--- config.mk ---
export PLATFORM = sky130hd
export DESIGN_NAME = mult_controller
export DESIGN_NICKNAME = d
export VERILOG_FILES = /design/src/rtl/mult_pkg.sv /design/src/rtl/mult_iter_counter.sv /design/src/rtl/mult_controller.sv
export SDC_FILE = /design/constraint.sdc
export NUM_CORES = 1
export LEC_CHECK = 0
export ABC_AREA = 1
export CORE_MARGIN = 2
export CORE_UTILIZATION = 41
export DETAILED_ROUTE_END_ITERATION = 12
export PLACE_DENSITY_LB_ADDON = 0.15
export SETUP_SLACK_MARGIN = 0.02
export SLEW_MARGIN = 40
export SYNTH_ARGS = -nofsm -noshare
export SYNTH_HDL_FRONTEND = slang
export SYNTH_SLANG_ARGS = --single-unit
--- constraint.sdc ---
create_clock -name clk -period 1.5 [get_ports clk]
set_input_delay 0.15 -clock clk [delete_from_list [all_inputs] [get_ports clk]]
set_output_delay 0.15 -clock clk [all_outputs]
set_load 0.05 [all_outputs]
--- src/rtl/mult_pkg.sv ---
// Shared encodings for the shift-add multiplier controller.
// State codes, datapath mux selects and the default operand width.
package mult_pkg;

    localparam int MULT_WIDTH = 32;

    typedef enum logic [1:0] {
        ST_IDLE = 2'd0,
        ST_LOAD = 2'd1,
        ST_CALC = 2'd2,
        ST_DONE = 2'd3
    } state_e;

    localparam logic SEL_LOAD   = 1'b0;
    localparam logic SEL_SHIFT  = 1'b1;
    localparam logic PROD_CLEAR = 1'b0;
    localparam logic PROD_ACCUM = 1'b1;

endpackage

--- src/rtl/mult_iter_counter.sv ---
// Iteration counter for the multiplier; wraps to zero after WIDTH-1.
// Terminal-count flag marks the last add/shift iteration.
module mult_iter_counter
    import mult_pkg::*;
#(
    parameter int WIDTH = MULT_WIDTH,
    parameter int CNT_W = 6
) (
    input  logic             clk,
    input  logic             rst,
    input  logic             clr,
    input  logic             inc,
    output logic [CNT_W-1:0] count,
    output logic             tc
);

    logic [CNT_W-1:0] count_q;
    logic [CNT_W-1:0] count_d;

    assign tc    = (count_q == CNT_W'(WIDTH - 1));
    assign count = count_q;

    always_comb begin
        count_d = count_q;
        if (clr) begin
            count_d = '0;
        end else if (inc) begin
            count_d = tc ? '0 : count_q + CNT_W'(1);
        end
    end

    always_ff @(posedge clk or posedge rst) begin
        if (rst) begin
            count_q <= '0;
        end else begin
            count_q <= count_d;
        end
    end

endmodule

--- src/rtl/mult_controller.sv ---
// Sequencer for the shift-add multiplier datapath: load, WIDTH
// add/shift iterations, then a one-cycle done pulse.
module mult_controller
    import mult_pkg::*;
#(
    parameter int WIDTH = MULT_WIDTH,
    parameter int CNT_W = 6
) (
    input  logic             clk,
    input  logic             rst,
    input  logic             start,
    input  logic             abort,
    input  logic             b_lsb,
    output logic             a_sel,
    output logic             b_sel,
    output logic             prod_sel,
    output logic             add_sel,
    output logic             shift_enable,
    output logic             busy,
    output logic             done,
    output logic [CNT_W-1:0] iter_count
);

    state_e state_q;
    state_e state_d;
    logic   cnt_clr;
    logic   cnt_inc;
    logic   cnt_tc;

    always_ff @(posedge clk or posedge rst) begin
        if (rst) begin
            state_q <= ST_IDLE;
        end else begin
            state_q <= state_d;
        end
    end

    // abort beats start in IDLE and cancels any in-flight operation
    always_comb begin
        state_d = state_q;
        case (state_q)
            ST_IDLE: state_d = (start && !abort) ? ST_LOAD : ST_IDLE;
            ST_LOAD: state_d = abort ? ST_IDLE : ST_CALC;
            ST_CALC: begin
                if (abort) begin
                    state_d = ST_IDLE;
                end else if (cnt_tc) begin
                    state_d = ST_DONE;
                end
            end
            ST_DONE: state_d = ST_IDLE;
            default: state_d = ST_IDLE;
        endcase
    end

    always_comb begin
        a_sel        = SEL_SHIFT;
        b_sel        = SEL_SHIFT;
        prod_sel     = PROD_ACCUM;
        add_sel      = 1'b0;
        shift_enable = 1'b0;
        busy         = 1'b0;
        done         = 1'b0;
        case (state_q)
            ST_LOAD: begin
                a_sel    = SEL_LOAD;
                b_sel    = SEL_LOAD;
                prod_sel = PROD_CLEAR;
                busy     = 1'b1;
            end
            ST_CALC: begin
                add_sel      = b_lsb;
                shift_enable = 1'b1;
                busy         = 1'b1;
            end
            ST_DONE: done = 1'b1;
            default: ;
        endcase
    end

    assign cnt_clr = (state_q == ST_LOAD) || (busy && abort);
    assign cnt_inc = (state_q == ST_CALC);

    mult_iter_counter #(
        .WIDTH(WIDTH),
        .CNT_W(CNT_W)
    ) u_cnt (
        .clk  (clk),
        .rst  (rst),
        .clr  (cnt_clr),
        .inc  (cnt_inc),
        .count(iter_count),
        .tc   (cnt_tc)
    );

endmodule

==> results.md <==
* Most used cell, CP: inv_2
* Max_slew headroom at 0.7834
* GPL Wtd Cong at 0.8321
* Largest area contributor in the netlist: dfrtp_1
* Commonest non-fill, non-tap cell in the layout: nand2_1
* Mapped Area at 551.8 um2
* Yosys Warn Count at 0
* Clk slew on worst S/H paths at 0.06 ns
* GRT met3 Usage at 0.03261
* Post-DP HPWL at 856.9 um
* Full die area at 1655 um2
* Vias/cell at 4.775
* Reg power frac at 0.415
* Syn Area/Cell at 7.456 um2
* Area Growth Syn to Fin at 56.01%
* DIE HEIGHT at 40.69 um
* CTS tree: built
* Worst-case clock buffer depth at 2
* Initial antenna violation count at 0
* Wire length per cell at 10.55 um
* Final Cell Area at 860.8 um2
* Ranking of synthesized cells by area: dfrtp_1 (36%), nand2_1 (13%), ha_1 (11%), inv_1 (6.8%), nand3_2 (5.4%)
* Distinct cells, synth at 17
* Lkg Pwr at 0.4195 nW
* Io pins at 18
* Slowest stage delay, CP at 0.41 ns
* DR iter-0 viols at 15
* Nets at 108
* NetSw at 0.1669 mW
* Worst VDD drop at 0.0004523 V
* Switching share of power at 0.3054
* Gr busiest metal: met2
* Pwr dens at 634.7 nW/um2
* Global routing usage on met1 at 0.2331
* Fill cells at 91
* Clk sinks at 8
* Crit. End Element: output pin
* Final Skew at 0.004334 ns
* Post-Layout Cell Count at 111
* Hold Vio Cnt, Final at 0
* Worst slew pin tran at 0.3246 ns
* Initial Util at 0.4294
* Core Area at 1285 um2
* Global-route usage over all layers at 0.1792
* # diodes at 0
* Maximum clock frequency at 700.5 MHz
* Maxcap violations at 0
* Final min period at 1.428 ns
* Met2 track demand over resource at 0.2659
* Slowest CP cell: dfrtp_1
* Slew Viols, Final at 0
* Combinational power share at 0.273
* Final setup vio count at 0
* Sequential fraction of the synthesis area at 0.3628
* Synthesized instance count at 74
* Top-area cell type share of the netlist area at 0.3628
* Area after DPL at 782.0 um2
* Vias in the first global route at 433
* Via count at 530
* Hold Crit Class: input port to async pin
* Synth Register Bits at 8
* Crit path launch type: flop
* Antenna viol nets, final at 0
* CP cell instances: inv_2, ha_2, inv_2, buf_4, buf_12
* CP Max Fanout at 3
* Hold_buf cts at 0
* Post-Syn Nets at 84
* Num CTS Buffers at 3
* Period utilisation layout at 0.9517
* Clock network power share at 0.312
* Commonest cells after routing, fill and taps aside: nand2_1 (19), buf_4 (10), inv_1 (8), buf_12 (8), dfrtp_1 (7)
* H-tree depth at 1
* Port bufs at 17
* CP Class: flop to output pin
* Drc violations at 0
* Drt pass-1 iters at 4
* Largest net degree at the start of global routing at 9
* Critical Path RT at 1.35 ns
* Worst-skew pair later-pin latency at 0.26 ns
* Clk Tree Root Cell: clkbuf_4
* Internal power at 0.3795 mW
* RSZ-0062 raised after global routing: no
* Cells after DPL at 104
* Die width at 40.69 um
* Total wire length at 1171 um
* GRT overflow at 0
* Final worst slack at 0.07242 ns
* Row cnt at 13
* Status: finished, final reports clean
* Worst EP arrival at 1.28 ns
* Setup WS pre-CTS at 0.1242 ns
* Share of cells above drive strength 1 at 0.3542
* First-pass GRT wire length at 1849 um
[worst max-delay path: cells and delay by family, from the launching register on]
kind	cells	cell delay, ns
adders and majority gates	1	0.18
buffers and inverters	4	0.43
DFF	1	0.41
[per-layer routing]
metal	vias up	share of wire	wire, um
li1	274	-	-
met1	237	0.50	584
met2	15	0.43	508
met3	4	0.044	52
met4	0	0.022	26
met5	-	0	0
[synth_stat cells]
library cell and instances:
o21bai_1 1, nand3_2 3, dfrtp_1 8, nor2_2 1
inv_1 10, ha_1 5, inv_2 3, nand2_1 19
nand4_1 1, o21ai_1 2, buf_4 2, nor3_1 1
a21oi_1 3, nor2_1 6, o21ai_0 4, nand3_1 4
buf_6 1
[power groups by stage]
stage	registers [mW]	clock network [mW]	logic, mW
global placement	0.229	0	0.142
finish	0.227	0.170	0.149
detailed placement	0.229	0	0.142
floorplan	0.235	0	0.0777
global route	0.227	0.188	0.160
CTS	0.226	0.175	0.146
[sequential cells by signal, summed over array words and instances, names as in the netlist]
name,flops
u_cnt.count,6
state_q,2
[stage by stage]
stage          hold slack [ns]  total power [mW]   TNS, ns  utilization
2_1_floorplan         -0.03434            0.3124  -0.01051            -
3_3_place_gp            0.4215            0.3711         0       0.6086
3_5_place_dp            0.4227            0.3711         0       0.6086
4_1_cts                 0.1456            0.5468         0       0.6553
5_1_grt                 0.1748            0.5757         0       0.6699
6_report                0.1380            0.5464         0       0.6699
[worst paths after layout]
check	start	endpoint	slack, ns	cells past startpoint
setup / recovery	state_q[1]$_DFFE_PP0P_	a_sel	0.07	5
hold / removal	rst	state_q[1]$_DFFE_PP0P_	0.14	2
setup reg to reg	state_q[0]$_DFFE_PP0P_	u_cnt.count[5]$_DFFE_PP0P_	0.10	7
hold reg to reg	u_cnt.count[4]$_DFFE_PP0P_	u_cnt.count[4]$_DFFE_PP0P_	0.52	1
max in group asynchronous	rst	state_q[0]$_DFFE_PP0P_	1.10	2
min in group clk	u_cnt.count[4]$_DFFE_PP0P_	u_cnt.count[4]$_DFFE_PP0P_	0.52	1
[cell families (layout without fill, tap and decap cells)]
group | after synthesis | after routing | share of synthesized area
buf+inv | 16 | 38 | 0.1361
compound gates | 10 | 10 | 0.09524
simple gates | 35 | 35 | 0.2925
flops | 8 | 8 | 0.3628
fa+ha+maj | 5 | 5 | 0.1134
[layout make-up]
class	count	area, um2	area share
clock buffers	3	22.52	0.02616
inverters	13	48.80	0.05669
multi-input cells	50	294.0	0.3416
flip-flops and latches	8	201.4	0.2340
well taps	15	18.77	0.02180
repair buffers	22	275.3	0.3198
[repair_timing]
| item | in CTS | in global routing |
|---|---|---|
| resized for setup | 1 | 4 |
| setup buffers | 2 | 2 |
| setup endpoints to repair | 1 | 8 |
Power figures use the tool's default switching activity.
